===== src/rtl/menc_pkg.sv =====
// Shared types and helpers for the multi-hit encoder.
package menc_pkg;

  typedef enum logic [1:0] {
    ST_IDLE  = 2'd0,
    ST_EMIT  = 2'd1,
    ST_EMPTY = 2'd2
  } menc_state_e;

  // Ceiling log2, usable in parameter elaboration.
  function automatic int unsigned clog2(input int unsigned v);
    int unsigned r;
    r = 0;
    for (int i = 0; i < 32; i++) begin
      if ((32'd1 << i) < v) r = i + 1;
    end
    return r;
  endfunction

  // Number of set bits in a vector of up to 64 bits.
  function automatic logic [6:0] popcount(input logic [63:0] v);
    logic [6:0] c;
    c = '0;
    for (int i = 0; i < 64; i++) c = c + 7'(v[i]);
    return c;
  endfunction

endpackage


===== src/rtl/menc_pick.sv =====
// Combinational priority picker: index and one-hot mask of the priority set bit,
// plus a flag for "exactly one bit set".
module menc_pick #(
  parameter int unsigned N         = 8,
  parameter int unsigned MSB_FIRST = 0,
  parameter int unsigned W         = 3
) (
  input  logic [N-1:0] vec_i,
  output logic [W-1:0] idx_o,
  output logic [N-1:0] mask_o,
  output logic         single_o
);

  // Scan in priority order; the first set bit wins.
  always_comb begin
    logic        found;
    int unsigned pos;
    found  = 1'b0;
    pos    = 0;
    idx_o  = '0;
    mask_o = '0;
    for (int k = 0; k < N; k++) begin
      pos = (MSB_FIRST != 0) ? (N - 1 - k) : k;
      if (!found && vec_i[pos]) begin
        found       = 1'b1;
        idx_o       = W'(pos);
        mask_o[pos] = 1'b1;
      end
    end
  end

  // Clearing the lowest set bit leaves zero only for a power of two.
  assign single_o = (vec_i != '0) &&
                    ((vec_i & (vec_i - {{(N-1){1'b0}}, 1'b1})) == '0);

endmodule


===== src/rtl/multi_hit_encoder.sv =====
// Sequential multi-hit encoder: accepts an N-bit request vector and emits the index of
// each set bit, one per beat, in priority order. Optional popcount output enabled by
// defining MULTI_HIT_ENCODER_COUNT_EN.
module multi_hit_encoder
  import menc_pkg::*;
#(
  parameter int unsigned N         = 8,
  parameter int unsigned W         = clog2(N),
  parameter int unsigned MSB_FIRST = 0
) (
  input  logic         clk,
  input  logic         rst,
  input  logic         EN,
  input  logic         in_vld,
  output logic         in_rdy,
  input  logic [N-1:0] IN,
  output logic         out_vld,
  input  logic         out_rdy,
  output logic [W-1:0] Y,
  output logic         none,
`ifdef MULTI_HIT_ENCODER_COUNT_EN
  output logic [W:0]   cnt,
`endif
  output logic         Done
);

  menc_state_e  state_q, state_d;
  logic [N-1:0] pend_q, pend_d;
  logic [W-1:0] y_q, y_d;
  logic         none_q, none_d;
  logic         done_q, done_d;
  logic         vld_q, vld_d;

  logic [W-1:0] cur_idx, nxt_idx;
  logic [N-1:0] cur_mask, nxt_mask;
  logic         cur_single, nxt_single;
  logic [N-1:0] pick_vec;
  logic         unused_pick;

  // Current beat: identifies the bit to clear on handshake.
  menc_pick #(
    .N        (N),
    .MSB_FIRST(MSB_FIRST),
    .W        (W)
  ) u_pick_cur (
    .vec_i   (pend_q),
    .idx_o   (cur_idx),
    .mask_o  (cur_mask),
    .single_o(cur_single)
  );

  // Next beat: the freshly offered vector in IDLE, else what remains after this beat.
  assign pick_vec = (state_q == ST_IDLE) ? IN : (pend_q & ~cur_mask);

  menc_pick #(
    .N        (N),
    .MSB_FIRST(MSB_FIRST),
    .W        (W)
  ) u_pick_nxt (
    .vec_i   (pick_vec),
    .idx_o   (nxt_idx),
    .mask_o  (nxt_mask),
    .single_o(nxt_single)
  );

  assign unused_pick = ^{cur_idx, nxt_mask};

  // Handshake outputs; EN low hides the beat without disturbing it.
  assign in_rdy  = EN && (state_q == ST_IDLE);
  assign out_vld = EN && vld_q;
  assign Y       = y_q;
  assign none    = none_q;
  assign Done    = done_q;

`ifdef MULTI_HIT_ENCODER_COUNT_EN
  logic [W:0] cnt_q, cnt_d;
  assign cnt = cnt_q;
`endif

  // Next-state: accept in IDLE, step through set bits in EMIT, single beat in EMPTY.
  always_comb begin
    state_d = state_q;
    pend_d  = pend_q;
    y_d     = y_q;
    none_d  = none_q;
    done_d  = done_q;
    vld_d   = vld_q;
`ifdef MULTI_HIT_ENCODER_COUNT_EN
    cnt_d   = cnt_q;
`endif
    if (EN) begin
      unique case (state_q)
        ST_IDLE: begin
          if (in_vld) begin
            pend_d = IN;
            vld_d  = 1'b1;
`ifdef MULTI_HIT_ENCODER_COUNT_EN
            cnt_d  = (W+1)'(popcount(64'(IN)));
`endif
            if (IN == '0) begin
              state_d = ST_EMPTY;
              y_d     = '0;
              none_d  = 1'b1;
              done_d  = 1'b1;
            end else begin
              state_d = ST_EMIT;
              y_d     = nxt_idx;
              none_d  = 1'b0;
              done_d  = nxt_single;
            end
          end
        end
        ST_EMIT: begin
          if (out_vld && out_rdy) begin
            pend_d = pend_q & ~cur_mask;
            if (cur_single) begin
              state_d = ST_IDLE;
              vld_d   = 1'b0;
            end else begin
              y_d    = nxt_idx;
              done_d = nxt_single;
            end
          end
        end
        ST_EMPTY: begin
          if (out_vld && out_rdy) begin
            state_d = ST_IDLE;
            vld_d   = 1'b0;
          end
        end
        default: begin
          state_d = ST_IDLE;
          vld_d   = 1'b0;
        end
      endcase
    end
  end

  // State and registered outputs with synchronous reset.
  always_ff @(posedge clk) begin
    if (rst) begin
      state_q <= ST_IDLE;
      pend_q  <= '0;
      y_q     <= '0;
      none_q  <= 1'b0;
      done_q  <= 1'b0;
      vld_q   <= 1'b0;
`ifdef MULTI_HIT_ENCODER_COUNT_EN
      cnt_q   <= '0;
`endif
    end else begin
      state_q <= state_d;
      pend_q  <= pend_d;
      y_q     <= y_d;
      none_q  <= none_d;
      done_q  <= done_d;
      vld_q   <= vld_d;
`ifdef MULTI_HIT_ENCODER_COUNT_EN
      cnt_q   <= cnt_d;
`endif
    end
  end

endmodule


===== config.mk =====
export PLATFORM = sky130hd
export DESIGN_NAME = multi_hit_encoder
export DESIGN_NICKNAME = d
export VERILOG_FILES = /design/src/rtl/menc_pkg.sv /design/src/rtl/menc_pick.sv /design/src/rtl/multi_hit_encoder.sv
export SDC_FILE = /design/constraint.sdc
export NUM_CORES = 1
export LEC_CHECK = 0
export CAP_MARGIN = 30
export CORE_MARGIN = 3
export CORE_UTILIZATION = 30
export DETAILED_ROUTE_END_ITERATION = 12
export PLACE_DENSITY_LB_ADDON = 0.12
export SKIP_CTS_REPAIR_TIMING = 1
export SYNTH_ARGS = -nofsm -noshare
export SYNTH_HDL_FRONTEND = slang
export SYNTH_HIERARCHICAL = 1
export SYNTH_SLANG_ARGS = --single-unit

===== constraint.sdc =====
create_clock -name clk -period 2.4 [get_ports clk]
set_input_delay 0.48 -clock clk [delete_from_list [all_inputs] [get_ports clk]]
set_output_delay 0.48 -clock clk [all_outputs]
set_load 0.1 [all_outputs]

# Word level (Yosys, flattened, before mapping)
# Cells that the tools add are included.
classes:
  n_mul: 0
  n_div: 0
  n_addsub: 2
  shifts: 0
  n_eq_ne: 7
  bitwise: 4
  n_mux: 54
  order_cmp: 0
  n_reduce_logical: 44
ops:
  columns: ["cell", "count"]
  rows:
  - ["two-way mux 1 bit", 31]
  - ["bitwise AND 8 bit", 3]
  - ["zero test 8 bit", 3]
  - ["two-way mux 3 bit", 8]
  - ["two-way mux 8 bit", 3]
  - ["logical AND 1 bit", 19]
  - ["case mux 8 bit (2 select lines)", 1]
  - ["nonzero test 8 bit", 2]
  - ["subtractor 8 x 1 -> 8 bit, second input constant", 2]
  - ["zero test 1 bit", 14]
  - ["two-way mux 2 bit", 7]
  - ["!= test 2 bit, second input constant", 5]
  - ["AND reduction 5 bit", 2]
  - ["NOT 8 bit", 1]
  - ["case mux 2 bit (3 select lines)", 1]
  - ["case mux 3 bit (2 select lines)", 1]
  - ["AND reduction 4 bit", 1]
  - ["case mux 1 bit (3 select lines)", 1]
  - ["AND reduction 3 bit", 1]
  - ["equality test 2 x 1 -> 1 bit, second input constant", 1]
  - ["equality test 2 bit, second input constant", 1]
  - ["zero test 2 bit", 1]
  - ["case mux 1 bit (2 select lines)", 1]
  - ["nonzero test 2 bit", 1]
totals:
  in_bits: 13
  mem_count: 0
  latchBits: 0
  reg_bits: 16
  out_inout_bits: 7
  ramBits: 0
  wordCells: 117
  rom_bits: 0

# Depth between registers and ports, before layout
depth:
  word_depth: 50
  mapped_depth: 11
  depth_no_buf: 10

# Hierarchy
# Netlist, hierarchy kept.
modules_own_cells:
  columns: ["mod", "cells_per_inst", "instances", "area_each_um2", "seq_area_each_um2"]
  rows:
  - ["multi_hit_encoder", 101, 1, 854.6, 320.3]
  - ["menc_pick at u_pick_nxt", 33, 1, 224.0, 0.0]
  - ["menc_pick at u_pick_cur", 35, 1, 219.0, 0.0]

# Least setup slack after synthesis
# No wires, ideal clock.
synth_path:
  kind: "input to register"
  from: "input EN"
  to: "register none_q, in the netlist none"
  setup_time_ps: 74
  t_required_ps: 2326
  n_path_buf: 0
  arrival_time_ps: 3086
  stages: 4
  setup_slack_ps: -760
  cell_sequence: "inv_1 > nor3_1 > nand4_1 > a21oi_1"
synth_between:
  elab_chain_cells: 1
synth_lines:
  columns: ["element", "line", "text"]
  rows:
  - ["start, declared", "multi_hit_encoder.sv:13", "input logic EN,"]
  - ["AND reduction 3 bit (no source line)", null, null]
  - ["end signal, assigned", "multi_hit_encoder.sv:155", "none_q <= none_d;"]
  - ["end, declared", "multi_hit_encoder.sv:30", "logic none_q, none_d;"]
# No other way between the ends.
# A chain may end at the register's enable or synchronous reset.

# Worst setup path in the final report
layout_path:
  from: "register pend_q[0]"
  to: "register done_q, in the netlist Done"
layout_between:
  word_cells_on_any_way: 48
  cone_classes: "add/sub (2); eq/ne (1); mux (20); bitwise (4); reduce/logical (21)"
layout_rtl:
  columns: ["element", "line", "text"]
  rows:
  - ["start, declared", "multi_hit_encoder.sv:28", "logic [N-1:0] pend_q, pend_d;"]
  - ["start signal, assigned", "multi_hit_encoder.sv:153", "pend_q <= pend_d;"]
  - ["subtractor 8 x 1 -> 8 bit", "menc_pick.sv:34", "((vec_i & (vec_i - {{(N-1){1'b0}}, 1'b1})) == '0);"]
  - ["bitwise AND 8 bit", "menc_pick.sv:34", null]
  - ["zero test 8 bit", "menc_pick.sv:34", null]
  - ["logical AND 1 bit (*)", "menc_pick.sv:33", "assign single_o = (vec_i != '0) &&"]
  - ["net cur_single", "multi_hit_encoder.sv:36", "logic cur_single, nxt_single;"]
  - ["!= test 2 bit (no source line) (*)", null, null]
  - ["AND reduction 5 bit (no source line) (*)", null, null]
  - ["end signal, assigned", "multi_hit_encoder.sv:156", "done_q <= done_d;"]
  - ["end, declared", "multi_hit_encoder.sv:31", "logic done_q, done_d;"]
# The timed path passes the listed nets; every way through them passes the cells marked *. The select of a mux whose other input is x is not followed.

==> results by stage <==
Status:
- The flow ran to the end, and the final reports show no timing, DRC or antenna violations.

Timing:
- In this run the tightest slew margin relative to its limit is 0.496.
- The maximum clock rate is 432 MHz.
- The number of hold-slack violations in the final timing report came to 0.
- For the pin with the worst max-slew slack, the measured transition is 0.748 ns.
- Setup repair after global routing left no endpoint under its margin.
- The count of pins over their slew limit was 0.
- The worst clock skew on the final layout is 0.00599 ns.
- The setup TNS after final layout is 0 ns.
- The worst path needs 2.31 ns of the cycle, external delays included.
- Of the available clock period, the critical path in the final layout requires 0.963.
- The setup-violating endpoint count in the final report is 0.

Floorplanning:
- After floorplanning, the core was divided into 22 placement rows.
- The number of top-level pins is 20.
- The initial utilization of the core area, before any placement, comes to 0.320.
- The floorplan step set the die width to 69.4 µm.
- The area enclosed by the die boundary is 4820 µm².
- In this run the vertical extent of the chip is 69.4 µm.
- The placeable core area is 3770 µm².

Worst setup path:
- The delay contributed by the slowest stage of the critical path is 0.58 ns.
- For the worst setup path, the data required time is 2.54 ns.
- The kind of end point of the critical path is a flop.
- The endpoint arrival time on the critical path is 2.45 ns.
- The critical-path cell with the highest stage delay is or4_4.
- The highest net fanout along the worst path is 8.
- The buffering stage count on the worst path with inverters included is 0.
- The beginning of the critical path is pend_q[0]$_SDFFE_PP0P_.
- The element type at the critical path start is a flop.
- The launch point of the worst reg-to-reg path is pend_q[0]$_SDFFE_PP0P_.
- Walking the worst path, the cells encountered are or4_4 -> xnor2_2 -> nor4_1 -> o32a_1 -> a221oi_4 -> nand2_1 -> o221a_1.
- The setup path with the least slack is of type reg -> reg.
- Broken down by cell family, the worst path's largest delay share belongs to compound AO/OA/AOI/OAI gates.

Logic synthesis:
- After synthesis the cells add up to 1210 µm².
- The number of warning messages in the yosys log is 6.
- The number of nets handed over by synthesis was 168.
- The instance count of the mapped netlist is 155.
- Averaged over all synthesized cells, the footprint is 7.78 µm².

GRT:
- The first global-routing pass estimated 5.69 mm of wire.
- The via count of the first global-routing pass is 1,185.
- The number of antenna violations at the first check in global routing is 0.
- The largest net degree at the start of global routing is 18.
- The global routing usage summed across all routing layers is 0.142.
- The final global-route overflow total is 0.

Route:
- For this block, the initial DRC count from the detailed router was 57.
- After detailed routing, the number of vias per cell comes to 5.29.
- The first detailed-routing pass ran for 4 iterations.
- Across all layers, the routed design uses 1,253 vias.
- The wire length after detailed routing is 3.30 mm.
- In the final routed layout, each cell accounts on average for 13.9 µm.
- The number of DRC violations after detailed routing is 0.
- The count of nets left with antenna violations once routing finished came out at 0.

Place:
- The number of placed instances, taps included is 234.
- The number of buffer cells added on primary ports is 19.
- At the end of routability-driven placement, the weighted congestion stood at 0.848.
- The half-perimeter wire length of the detailed placement result is 2.58 mm.

CTS:
- The worst-skew pair later-pin latency is 0.25 ns.
- Clock tree synthesis inserted a total of 3 buffers.
- The clock tree from TritonCTS is built.
- The clock passes through at most 2 buffers.
- The level count of the clock H-tree is 1.
- The library cell used as clock root buffer is clkbuf_8.
- The tree built by TritonCTS fans out to 16 sinks.
- The register clock-pin slew on the reported worst setup and hold paths is 0.07 ns.

Pwr:
- The static leakage is 0.000598 µW.
- Power spread over the standard cell area amounts to 480 nW/µm².
- IR analysis of the VDD net gives a maximum drop of 0.259 mV.

Finish:
- The area growth from synthesis to layout is 34.0%.
- In the layout the commonest cells are buf_4, o21ai_0, dfxtp_1.
- Leaving out fill and tap cells, the most frequent cell in the layout is buf_4.
- The total number of nets in the final design is 204.
- The number of antenna diodes is 0.
- The count of placed standard cells in the final layout, fillers left out is 237.
- In the final layout, the share of cells above drive strength 1 is 0.222.

Min path:
- The beginning of the worst hold path is none$_SDFFE_PP0P_.
- In this run the worst hold path is classified as reg -> reg.

Flow run:
- The tool flagged a number of max-cap violations equal to 0.
-- path summary, 6_finish.rpt --
kind                       end  slack (ns)  depth (start not counted)
min reg2reg  none$_SDFFE_PP0P_        0.47                          2
max          Done$_SDFFE_PP0P_        0.09                          7
max reg2reg  Done$_SDFFE_PP0P_        0.09                          7
min          none$_SDFFE_PP0P_        0.47                          2
-- layout make-up --
cell class,count,area [µm²]
Tap cell,48,60.1
Clock buffer,3,41.3
Timing Repair Buffer,38,340
Inverter,7,26.3
Fill cell,393,2150
Multi-Input combinational cell,125,828
Sequential cell,16,320
-- routing by layer --
layer | vias up | track usage | wire, µm
met5 | - | 0 | 0
met1 | 588 | 0.200 | 1690
li1 | 642 | - | -
met2 | 21 | 0.220 | 1460
met3 | 2 | 0.0333 | 124
met4 | 0 | 0.0260 | 19
-- where the power goes --
group | leakage (µW) | internal (µW) | switching (µW) | total (µW)
registers | 0.000130 | 279 | 12.9 | 291
logic | 0.000445 | 118 | 160 | 278
clock network | 0.0000216 | 111 | 95.7 | 207
-- flip-flops by register name, indices dropped and copies added, names as in the netlist --
signal and flops:
state_q 2, none 1, pend_q 8, Y 3
Done 1, vld_q 1
-- worst reg2reg max path: stages, from the launching register on --
cell	delay, ns
dfxtp_1	0.35
or4_4	0.58
xnor2_2	0.13
nor4_1	0.06
o32a_1	0.37
a221oi_4	0.40
nand2_1	0.10
o221a_1	0.22
-- per-stage QoR --
stage	hold slack (ns)	setup slack, ns	power [µW]	utilization	instance area (µm²)
global route	0.498	0.0149	823	0.429	1620
CTS	0.474	0.0960	784	0.426	1610
finish	0.468	0.0877	776	0.429	1620
global placement	0.448	0.107	571	0.415	1570
floorplan	0.500	0.147	481	-	1210
detailed placement	0.463	0.0973	572	0.415	1570
(Power assumes the default switching activity.)
